`src/rtl/scan_select_if.sv`:
```
// Select/handshake bundle between the scan sequencer and its controller.
interface scan_select_if #(
    parameter int unsigned DW = 8
);
    logic          start;
    logic          stop;
    logic          cont;
    logic [7:0]    mask;
    logic [DW-1:0] dwell;
    logic          a;
    logic          b;
    logic          c;
    logic          en;
    logic          busy;
    logic          done;

    // Controller side: issues commands, observes select and status
    modport master (
        output start, stop, cont, mask, dwell,
        input  a, b, c, en, busy, done
    );

    // Sequencer side
    modport slave (
        input  start, stop, cont, mask, dwell,
        output a, b, c, en, busy, done
    );
endinterface

```
`src/rtl/scan_select_sequencer.sv`:
```
// Steps a 3-to-8 decoder select through masked channels with a programmable dwell.
module scan_select_sequencer #(
    parameter int unsigned DW = 8
) (
    input  logic         clk,
    input  logic         rst_n,
    scan_select_if.slave bus
);

    localparam logic [0:0] IDLE = 1'b0;
    localparam logic [0:0] SCAN = 1'b1;

    logic [0:0]    state_q, state_d;
    logic [2:0]    sel_q,   sel_d;
    logic          en_q,    en_d;
    logic          busy_q,  busy_d;
    logic          done_q,  done_d;
    logic [7:0]    mask_q,  mask_d;
    logic          cont_q,  cont_d;
    logic [DW-1:0] dwell_q, dwell_d;
    logic [DW-1:0] cnt_q,   cnt_d;

    logic [DW-1:0] dwell_eff;
    logic [2:0]    lo_new;
    logic [2:0]    lo_latched;
    logic [3:0]    hi_next;

    // Index of lowest set bit (0 when mask is empty)
    function automatic logic [2:0] lowest_bit(input logic [7:0] m);
        logic [2:0] r;
        r = 3'd0;
        for (int i = 7; i >= 0; i--) begin
            if (m[i]) r = 3'(i);
        end
        return r;
    endfunction

    // {found, index} of the lowest set bit strictly above s
    function automatic logic [3:0] next_above(input logic [7:0] m, input logic [2:0] s);
        logic [3:0] r;
        r = 4'd0;
        for (int i = 7; i >= 0; i--) begin
            if (m[i] && (i > int'(s))) r = {1'b1, 3'(i)};
        end
        return r;
    endfunction

    // Channel search and dwell normalisation (zero dwell behaves as one cycle)
    always_comb begin
        dwell_eff  = (bus.dwell == '0) ? DW'(1) : bus.dwell;
        lo_new     = lowest_bit(bus.mask);
        lo_latched = lowest_bit(mask_q);
        hi_next    = next_above(mask_q, sel_q);
    end

    // Next-state and output decode
    always_comb begin
        state_d = state_q;
        sel_d   = sel_q;
        en_d    = en_q;
        busy_d  = busy_q;
        done_d  = 1'b0;
        mask_d  = mask_q;
        cont_d  = cont_q;
        dwell_d = dwell_q;
        cnt_d   = cnt_q;

        case (state_q)
            IDLE: begin
                en_d   = 1'b0;
                busy_d = 1'b0;
                if (bus.start && (bus.mask != 8'd0)) begin
                    mask_d  = bus.mask;
                    cont_d  = bus.cont;
                    dwell_d = dwell_eff;
                    sel_d   = lo_new;
                    en_d    = 1'b1;
                    busy_d  = 1'b1;
                    cnt_d   = dwell_eff - DW'(1);
                    state_d = SCAN;
                end
            end
            SCAN: begin
                if (bus.stop) begin
                    state_d = IDLE;
                    en_d    = 1'b0;
                    busy_d  = 1'b0;
                end else if (cnt_q != '0) begin
                    cnt_d = cnt_q - DW'(1);
                end else begin
                    cnt_d = dwell_q - DW'(1);
                    if (hi_next[3]) begin
                        sel_d = hi_next[2:0];
                    end else if (cont_q) begin
                        sel_d = lo_latched;
                    end else begin
                        state_d = IDLE;
                        en_d    = 1'b0;
                        busy_d  = 1'b0;
                        done_d  = 1'b1;
                    end
                end
            end
            default: begin
                state_d = IDLE;
                en_d    = 1'b0;
                busy_d  = 1'b0;
            end
        endcase
    end

    // State and output registers with synchronous reset
    always_ff @(posedge clk) begin
        if (!rst_n) begin
            state_q <= IDLE;
            sel_q   <= 3'd0;
            en_q    <= 1'b0;
            busy_q  <= 1'b0;
            done_q  <= 1'b0;
            mask_q  <= 8'd0;
            cont_q  <= 1'b0;
            dwell_q <= '0;
            cnt_q   <= '0;
        end else begin
            state_q <= state_d;
            sel_q   <= sel_d;
            en_q    <= en_d;
            busy_q  <= busy_d;
            done_q  <= done_d;
            mask_q  <= mask_d;
            cont_q  <= cont_d;
            dwell_q <= dwell_d;
            cnt_q   <= cnt_d;
        end
    end

    assign bus.a    = sel_q[2];
    assign bus.b    = sel_q[1];
    assign bus.c    = sel_q[0];
    assign bus.en   = en_q;
    assign bus.busy = busy_q;
    assign bus.done = done_q;

endmodule

```
`src/flat_wrapper.sv`:
```
// flat-port wrapper written by rule: the top's interface ports become plain ports
module scan_select_sequencer_flat 
#(
    parameter int unsigned DW = 8
)
  (clk, rst_n, bus_start, bus_stop, bus_cont, bus_mask, bus_dwell, bus_a, bus_b, bus_c, bus_en, bus_busy, bus_done);
  scan_select_if #(.DW(DW)) bus_i ();
  input  logic clk;
  input  logic rst_n;
  input wire logic [$bits(bus_i.start)-1:0] bus_start;
  input wire logic [$bits(bus_i.stop)-1:0] bus_stop;
  input wire logic [$bits(bus_i.cont)-1:0] bus_cont;
  input wire logic [$bits(bus_i.mask)-1:0] bus_mask;
  input wire logic [$bits(bus_i.dwell)-1:0] bus_dwell;
  output wire logic [$bits(bus_i.a)-1:0] bus_a;
  output wire logic [$bits(bus_i.b)-1:0] bus_b;
  output wire logic [$bits(bus_i.c)-1:0] bus_c;
  output wire logic [$bits(bus_i.en)-1:0] bus_en;
  output wire logic [$bits(bus_i.busy)-1:0] bus_busy;
  output wire logic [$bits(bus_i.done)-1:0] bus_done;
  assign bus_i.start = bus_start;
  assign bus_i.stop = bus_stop;
  assign bus_i.cont = bus_cont;
  assign bus_i.mask = bus_mask;
  assign bus_i.dwell = bus_dwell;
  assign bus_a = bus_i.a;
  assign bus_b = bus_i.b;
  assign bus_c = bus_i.c;
  assign bus_en = bus_i.en;
  assign bus_busy = bus_i.busy;
  assign bus_done = bus_i.done;
  scan_select_sequencer #(.DW(DW)) u_core (.clk(clk), .rst_n(rst_n), .bus(bus_i));
endmodule
```
`config.mk`:
```
export PLATFORM = sky130hd
export DESIGN_NAME = scan_select_sequencer_flat
export DESIGN_NICKNAME = d
export VERILOG_FILES = /design/src/rtl/scan_select_if.sv /design/src/rtl/scan_select_sequencer.sv /design/src/flat_wrapper.sv
export SDC_FILE = /design/constraint.sdc
export NUM_CORES = 1
export LEC_CHECK = 0
export CORE_ASPECT_RATIO = 1.75
export CORE_UTILIZATION = 55
export DETAILED_ROUTE_END_ITERATION = 8
export GPL_TIMING_DRIVEN = 0
export PLACE_DENSITY = 0.83
export SLEW_MARGIN = 40
export SYNTH_ARGS = -nofsm -noshare
export SYNTH_HDL_FRONTEND = slang
export SYNTH_SLANG_ARGS = --single-unit
```
`constraint.sdc`:
```
create_clock -name clk -period 3.25 [get_ports clk]
set_input_delay 0.325 -clock clk [delete_from_list [all_inputs] [get_ports clk]]
set_output_delay 0.325 -clock clk [all_outputs]
set_load 0.05 [all_outputs]
```
==> summary.txt, run 1 <==
CTS
  – Num CTS Buffers: 5
  – Clock-pin slew on the worst setup and hold paths: ~60 ps
  – Clk_lat worst skew: 290 ps
  – Clock sinks: 31
  – CTS tree: done
  – Post-CTS Setup Bufs: 0
  – Root Buffer: clkbuf_8
  – Hold_buf cts: 0
  – CTS HTree Levels: 2
  – Clock Path Buffers: 2
  – Gates resized, CTS repair: 0

Drt
  – Vias per std cell: ~6
  – WL final: just under 5 mm
  – DRT iter0 DRCs: 89
  – Drt pass-1 iters: 4
  – DR vias: 1860
  – DRT antenna net count: 0
  – # DRC: 0
  – WL per Instance: ~16 microns

Global routing
  – Antenna violations before repair: 0
  – Total GRT Usage: 30.60%
  – Met1 Track Usage GR: between 20% and 30%
  – Vias in the first global route: between 1500 and 2000
  – Met2 usage: 54.37%
  – Pin count of the biggest net entering global routing: 11
  – Met3 usage: 8.182%
  – Grt peak-use layer: met2
  – Global-route wire length before repair: approximately 8.1 mm
  – Congestion Overflow GR: 0

Worst setup path
  – Critical Path End: u_core.cnt_q[4]
  – Crit path largest cell delay: approximately 540 ps
  – CP startpoint: bus_dwell[2]
  – Worst path slowest cell: clkdlybuf4s50_1
  – Reg2reg path depth: 8
  – Reg2Reg Capture Point: u_core.cnt_q[4]
  – Arrival @ worst endpoint: 2430 ps
  – Most used cell, CP: o21ai_0
  – CP max FO: 4
  – Crit path launch type: input port
  – Worst path cell trace: clkdlybuf4s50_1 > nor4_1 > a21o_2 > mux2i_1 > ha_1 > o21ai_0 > a21oi_1 > o21ai_0 > o221a_2
  – Crit end category: flip-flop
  – Worst path required time: 3430 ps
  – Kind of critical path: input port to flip-flop
  – Worst R2R Setup Slack: 1050 ps
  – FF-to-FF Start: u_core.cnt_q[2]

Layout
  – Area Overhead vs Synth: 20.59%
  – Nets: about 280
  – Layout cells sized above 1: about a tenth
  – Finished Layout Cells: 304
  – N_diodes: 0

Yosys
  – Yosys warns: 0
  – Syn Nets: between 200 and 300
  – Main synth FF type: dfxtp_1
  – EDFF count, synth: 0
  – Avg Inst Size Synth: 8.201 sq um
  – #FFs+latches synth: 31
  – Post-synth ARST share: 0%
  – Syn Inst Count: roughly 230
  – Seq/Total Area, Yosys: 33.04%
  – Cell Area, Synth: 1878 sq um
  – Count of cell types in the netlist: 54

Floorplanning
  – Number of cell rows: 27
  – Ports: 27
  – Die Span X: 46.17 microns
  – Die ar.: ~3700 sq um
  – Core ar.: ~3200 sq um
  – Initial Utilization: 58.52%
  – Die H: 79.30 microns

Job
  – Max-cap violation count: 0

Power
  – Comb pwr share: 28.6%
  – Sw Ratio: 32.83%
  – Net Switching: 334.1 uW
  – Pwr dens: 449.3 nW/um^2
  – Worst ir drop on vdd: between 300 and 400 uV
  – Leak pwr: 0.8567 nW
  – Final Power: 1.018 mW
  – Int Power: a little under 700 uW
  – Share of power burned in registers: 44.2%
  – Clock power frac: 27.2%

Timing
  – Worst slew margin: 54.25%
  – Fin. Hold Viols: 0
  – Final clock period utilization by the worst path: 69.13%
  – Worst Slack Setup Final: 1003 ps
  – Least-Margin Pin Slew: 683.1 ps
  – Final Slew Violations: 0
  – Hold_ws: between 500 and 600 ps
  – Fin Setup TNS: 0 ps
  – Clock Skews: just under 6 ps
  – Crit path time final: 2247 ps
  – Endpoints failing setup: 0
  – RSZ-0062 raised after global routing: false
  – Fmax: around 450 MHz

Place
  – DP Wirelength: 3.752 mm
  – # placed instances: between 200 and 300
  – Placer congestion estimate: 0.8996
  – Number of port buffers: 26
  – Pre-CTS setup slack: 723.4 ps

Min path
  – Hold crit path type: flip-flop to flip-flop
  – HP Start: u_core.dwell_q[6]

Outcome
  – Run status: finished, final reports clean
==> worst max-delay path: cells and delay by family <==
family                   cells  cell delay (ps)
buffers and inverters        1              540
adder cells (fa/ha/maj)      1              300
AND/OR/NAND/NOR              1               70
AO/OA/AOI/OAI                5              890
multiplexers                 1              300
==> stage by stage <==
| stage | util [%] | cell area (sq um) |
|---|---|---|
| 6_report | 70.57 | 2265 |
| 5_1_grt | 70.57 | 2265 |
| 4_1_cts | 70.57 | 2265 |
| 3_5_place_dp | 68.30 | 2192 |
| 3_3_place_gp | 68.30 | 2192 |
| 2_1_floorplan | - | 1878 |
==> registers in the layout, summed over array words and instances (netlist names) <==
register and count:
u_core.bus.done 1, u_core.mask_q 8, u_core.bus.en 1, u_core.cont_q 1
u_core.state_q 1, u_core.sel_q 3, u_core.cnt_q 8, u_core.dwell_q 8
==> cell type report <==
type                            count  area [sq um]
Fill cell                         279         944.7
Tap cell                           43         53.80
Inverter                            6         22.52
Clock buffer                        6         72.57
Timing Repair Buffer               26         260.3
Multi-Input combinational cell    181          1170
Buffer                             11         65.06
Sequential cell                    31         620.6
==> power by group through the flow <==
stage	logic [mW]	clock network, mW	registers [mW]
floorplan	0.194	0	0.458
global placement	0.283	0	0.456
detailed placement	0.287	0	0.457
CTS	0.289	0.281	0.448
global route	0.321	0.297	0.451
finish	0.291	0.277	0.450
==> routing by layer <==
| layer | up-vias | part of all wire, % |
|---|---|---|
| li1 | 904 | - |
| met1 | 873 | 35 |
| met2 | 60 | 56 |
| met3 | 23 | 3.7 |
| met4 | 0 | 5.0 |
| met5 | - | 0 |
==> synthesized netlist by cell type, drive strengths merged, types with 2 or more instances <==
| master | number | area [sq um] |
|---|---|---|
| nor4 | 6 | 73.82 |
| and2 | 2 | 12.51 |
| xor2 | 2 | 17.52 |
| o21ai | 11 | 55.05 |
| nand2b | 7 | 43.79 |
| a211oi | 2 | 15.01 |
| a31o | 2 | 17.52 |
| buf | 5 | 32.53 |
| nand3 | 6 | 42.54 |
| a21o | 3 | 23.77 |
| inv | 6 | 22.52 |
| nor3 | 8 | 40.04 |
| mux2i | 17 | 170.2 |
| nor2 | 40 | 150.1 |
| a21oi | 18 | 90.09 |
| o211ai | 3 | 22.52 |
| nand2 | 11 | 41.29 |
| nand4 | 2 | 12.51 |
| nor2b | 2 | 12.51 |
| o32ai | 2 | 17.52 |
| a221oi | 2 | 17.52 |
| a31oi | 9 | 62.56 |
| clkbuf | 6 | 32.53 |
| o31ai | 2 | 15.01 |
| dfxtp | 31 | 620.6 |
| o21a | 3 | 22.52 |
==> kinds of logic (layout without fill, tap and decap cells) <==
family / count (synthesis) / in the layout / synth area share (%)
AO/OA/AOI/OAI: 67 / 67 / 23.98
AND/OR/NAND/NOR: 92 / 92 / 26.58
XOR/XNOR: 3 / 3 / 1.399
adder cells (fa/ha/maj): 1 / 1 / 0.6661
multiplexers: 18 / 18 / 9.660
buffers and inverters: 17 / 49 / 4.663
flip-flops: 31 / 31 / 33.04
==> layout by cell type, fill, tap and decap left out, drive strengths merged, types with 5 or more instances in the layout <==
cell type,instances
nor2,40
dfxtp,31
clkdlybuf4s50,26
a21oi,18
mux2i,17
clkbuf,12
o21ai,11
nand2,11
a31oi,9
nor3,8
nand2b,7
inv,6
nand3,6
nor4,6
buf,5
==> worst min-delay path by stage <==
stage	end	slack (ps)	depth (start not counted)
2_1_floorplan	u_core.bus.done	400	1
3_3_place_gp	u_core.dwell_q[6]	470	2
3_5_place_dp	u_core.dwell_q[6]	490	2
4_1_cts	u_core.dwell_q[6]	510	2
5_1_grt	u_core.cont_q	520	2
6_report	u_core.dwell_q[6]	500	2
Power figures use the tool's default switching activity.
==> inputs of run 2 (changes only) <==
CORE_UTILIZATION = 49   (was 55)
PLACE_DENSITY = 0.78   (was 0.83)
clock period = 2 ns   (was 3.25 ns; I/O delays follow)
==> run 2 against run 1 <==
  * First-iteration DRC count rose by 1.1%
  * Die area grew 12%
  * Combinational power rose by 100%
  * Global-route usage is 3.1 points lower
  * Power grew 77%
  * Count of clock-buffer cells in the layout increased by 1
  * Cell count up 7.2%
  * Via count increased by 7.6%
  * Non-clock buffer count grew 17
  * Sequential power rose by 62%
  * Critical path depth shrank 1
  * Core utilization shrank 2.3 points
==> summary.txt, run 2 (synthesis results as in run 1) <==
Outcome
  – Run status: finished, final reports clean (unchanged)

Layout
  – Post-Route Utilization: 68.31% (was 70.57%)
  – N_diodes: 0 (unchanged)
  – Layout cells sized above 1: 21.07% (was 10.34%)
  – Most common cell after layout, fill and taps aside: nor2_1 (unchanged)
  – Biggest regs: u_core.cnt_q (8), u_core.dwell_q (8), u_core.mask_q (8) (unchanged)
  – Area Overhead vs Synth: 31.98% (was 20.59%)
  – Most frequent cells in the layout: 40 x nor2_1, 25 x clkdlybuf4s50_1, 24 x dfxtp_1 (was 40 x nor2_1, 31 x dfxtp_1, 26 x clkdlybuf4s50_1)
  – Final Instance Area: 2479 sq um (was 2265 sq um)
  – Nets: 301 (was 284)

Place
  – Number of port buffers: 26 (unchanged)
  – Pre-CTS setup slack: -398.5 ps (was 723.4 ps)
  – DP Wirelength: 3.684 mm (was 3.752 mm)
  – Placer congestion estimate: 0.9515 (was 0.8996)
  – Area post-placement: 2200 sq um (was 2192 sq um)

Timing
  – Final clock period utilization by the worst path: 97.91%
  – Fin Setup TNS: 0 ps (unchanged)
  – Crit path time final: 1958 ps
  – Fmax: 510.7 MHz
  – Worst Slack Setup Final: 41.90 ps (was 1003 ps)
  – Endpoints failing setup: 0 (unchanged)
  – Worst slew margin: 61.54% (was 54.25%)
  – Final Slew Violations: 0 (unchanged)
  – Clock Skews: 2.811 ps (was 5.928 ps)
  – Least-Margin Pin Slew: 576.9 ps (was 683.1 ps)
  – Fin. Hold Viols: 0 (unchanged)

Power
  – Clock power frac: 26.9% (was 27.2%)
  – Int Power: 1.189 mW (was 683.5 uW)
  – Comb pwr share: 32.6% (was 28.6%)
  – Sw Ratio: 34.12% (was 32.83%)
  – Net Switching: 615.7 uW (was 334.1 uW)
  – Pwr dens: 728.0 nW/um^2 (was 449.3 nW/um^2)
  – Share of power burned in registers: 40.5% (was 44.2%)
  – Final Power: 1.804 mW (was 1.018 mW)
  – Leak pwr: 0.9684 nW (was 0.8567 nW)
  – Worst ir drop on vdd: 494.9 uV (was 336.0 uV)

Worst setup path
  – Worst path cell trace: clkbuf_8 > buf_4 > mux2i_1 > o21ai_0 > o21ba_1 > and3_4 > nand4_1 > o211ai_1 (was clkdlybuf4s50_1 > nor4_1 > a21o_2 > mux2i_1 > ha_1 > o21ai_0 > a21oi_1 > o21ai_0 > o221a_2)
  – FF-to-FF Start: u_core.state_q (was u_core.cnt_q[2])
  – Reg2reg path depth: 8 (unchanged)
  – Crit end category: flip-flop (unchanged)
  – Critical path's top delay family: compound AO/OA/AOI/OAI gates (unchanged)
  – Kind of critical path: flip-flop to flip-flop (was input port to flip-flop)
  – Crit path launch type: flip-flop (was input port)
  – Buffers & Inverters on Critical Path: 2 (was 1)
  – Worst path required time: 2210 ps (was 3430 ps)
  – Crit path largest cell delay: 350 ps (was 540 ps)
  – Worst path slowest cell: dfxtp_2 (was clkdlybuf4s50_1)
  – Reg2Reg Capture Point: u_core.cnt_q[5] (was u_core.cnt_q[4])
  – CP max FO: 6 (was 4)
  – Worst R2R Setup Slack: 40 ps (was 1050 ps)
  – Arrival @ worst endpoint: 2170 ps (was 2430 ps)

Min path
  – Hold Path Sink: u_core.mask_q[6] (was u_core.dwell_q[6])
  – Worst Hold Path Cells: 3 (was 2)
  – HP Start: bus_mask[6] (was u_core.dwell_q[6])
  – Hold crit path type: input port to flip-flop (was flip-flop to flip-flop)

Floorplanning
  – Ports: 27 (unchanged)
  – Initial Utilization: 51.76% (was 58.52%)
  – Die H: 83.90 microns (was 79.30 microns)
  – Die ar.: 4094 sq um (was 3661 sq um)
  – Core ar.: 3628 sq um (was 3209 sq um)
  – Number of cell rows: 29 (was 27)
  – Die Span X: 48.80 microns (was 46.17 microns)

CTS
  – CTS tree: done (unchanged)
  – Clock-pin slew on the worst setup and hold paths: 60 ps (about the same)
  – Clock Path Buffers: 2 (unchanged)
  – Clk_lat worst skew: 290 ps (about the same)
  – Clock sinks: 31 (unchanged)
  – CTS HTree Levels: 2 (unchanged)
  – Num CTS Buffers: 5 (unchanged)
  – Root Buffer: clkbuf_8 (unchanged)

Job
  – Max-cap violation count: 0 (unchanged)

Drt
  – # DRC: 0 (unchanged)
  – DR vias: 2001 (was 1860)
  – WL per Instance: 17.34 microns (was 16.13 microns)
  – DRT iter0 DRCs: 90 (was 89)
  – WL final: 5.652 mm (was 4.905 mm)
  – Drt pass-1 iters: 4 (unchanged)
  – Vias per std cell: 6.138 (was 6.118)
  – DRT antenna net count: 0 (unchanged)

Global routing
  – Antenna violations before repair: 0 (unchanged)
  – Global-route wire length before repair: 8.673 mm (was 8.059 mm)
  – Vias in the first global route: 1861 (was 1885)
  – Pin count of the biggest net entering global routing: 11 (unchanged)
  – Congestion Overflow GR: 0 (unchanged)
  – Total GRT Usage: 27.47% (was 30.60%)
==> run 2: cell types whose count changed in the layout (fill, tap and decap cells not counted), moves of 2 or more <==
cell,before,now
dfxtp_1,31,24
a31oi_4,0,2
buf_4,3,20
dfxtp_2,0,6
==> run 2: worst register-to-register path, cell delays in order, from the launching register on <==
cell and delay (ps):
dfxtp_2 350, clkbuf_8 150, buf_4 170, mux2i_1 330, o21ai_0 130, o21ba_1 300, and3_4 220, nand4_1 100
o211ai_1 130
==> run 2: power by group through the flow <==
stage	Sequential [mW]	Clock [mW]	Combinational [mW]
2_1_floorplan	0.745	0	0.315
3_3_place_gp	0.739	0	0.467
3_5_place_dp	0.738	0	0.473
4_1_cts	0.725	0.483	0.514
5_1_grt	0.736	0.517	0.627
6_report	0.731	0.485	0.589
==> run 2: metrics by stage <==
| step | hold WS, ps | instances |
|---|---|---|
| 5_1_grt | 383.1 | 326 |
| 3_3_place_gp | 472.5 | 301 |
| 6_report | 306.8 | 326 |
| 2_1_floorplan | 276.1 | 229 |
| 4_1_cts | 475.5 | 316 |
| 3_5_place_dp | 486.4 | 301 |
==> run 2: what timing repair did <==
action / CTS / global route
gates resized for setup: 5 / 14
buffers inserted: 7 / 10
pin swaps: 2 / 8
endpoints found under the setup margin: 14 / 14
gates cloned: 0 / 0
hold buffers: 0 / 0
==> run 2: layout make-up <==
type / count / area (sq um)
Multi-Input combinational cell: 181 / 1229
Sequential cell: 31 / 631.9
Tap cell: 46 / 57.56
Clock buffer: 7 / 76.32
Timing Repair Buffer: 43 / 390.4
Clock inverter: 1 / 5.005
Inverter: 6 / 22.52
Fill cell: 312 / 1150
Buffer: 11 / 66.31
==> run 2: worst max path at each step <==
stage | startpoint | cells past startpoint | slack [ps] | end
2_1_floorplan | u_core.sel_q[2] | 6 | 70 | u_core.bus.en
3_3_place_gp | bus_dwell[3] | 9 | -370 | u_core.cnt_q[4]
6_report | u_core.state_q | 8 | 40 | u_core.cnt_q[5]
5_1_grt | u_core.cnt_q[1] | 7 | -30 | u_core.cnt_q[7]
4_1_cts | u_core.state_q | 8 | 40 | u_core.cnt_q[4]
3_5_place_dp | bus_dwell[3] | 9 | -400 | u_core.cnt_q[4]
==> run 2: layer usage <==
metal	wire length [microns]	track usage (%)	vias to the layer above	part of all wire (%)
li1	-	-	938	-
met1	2053	27.56	921	36
met2	3009	51.52	106	53
met3	285	3.825	36	5.0
met4	304	16.31	0	5.4
met5	0	0	-	0
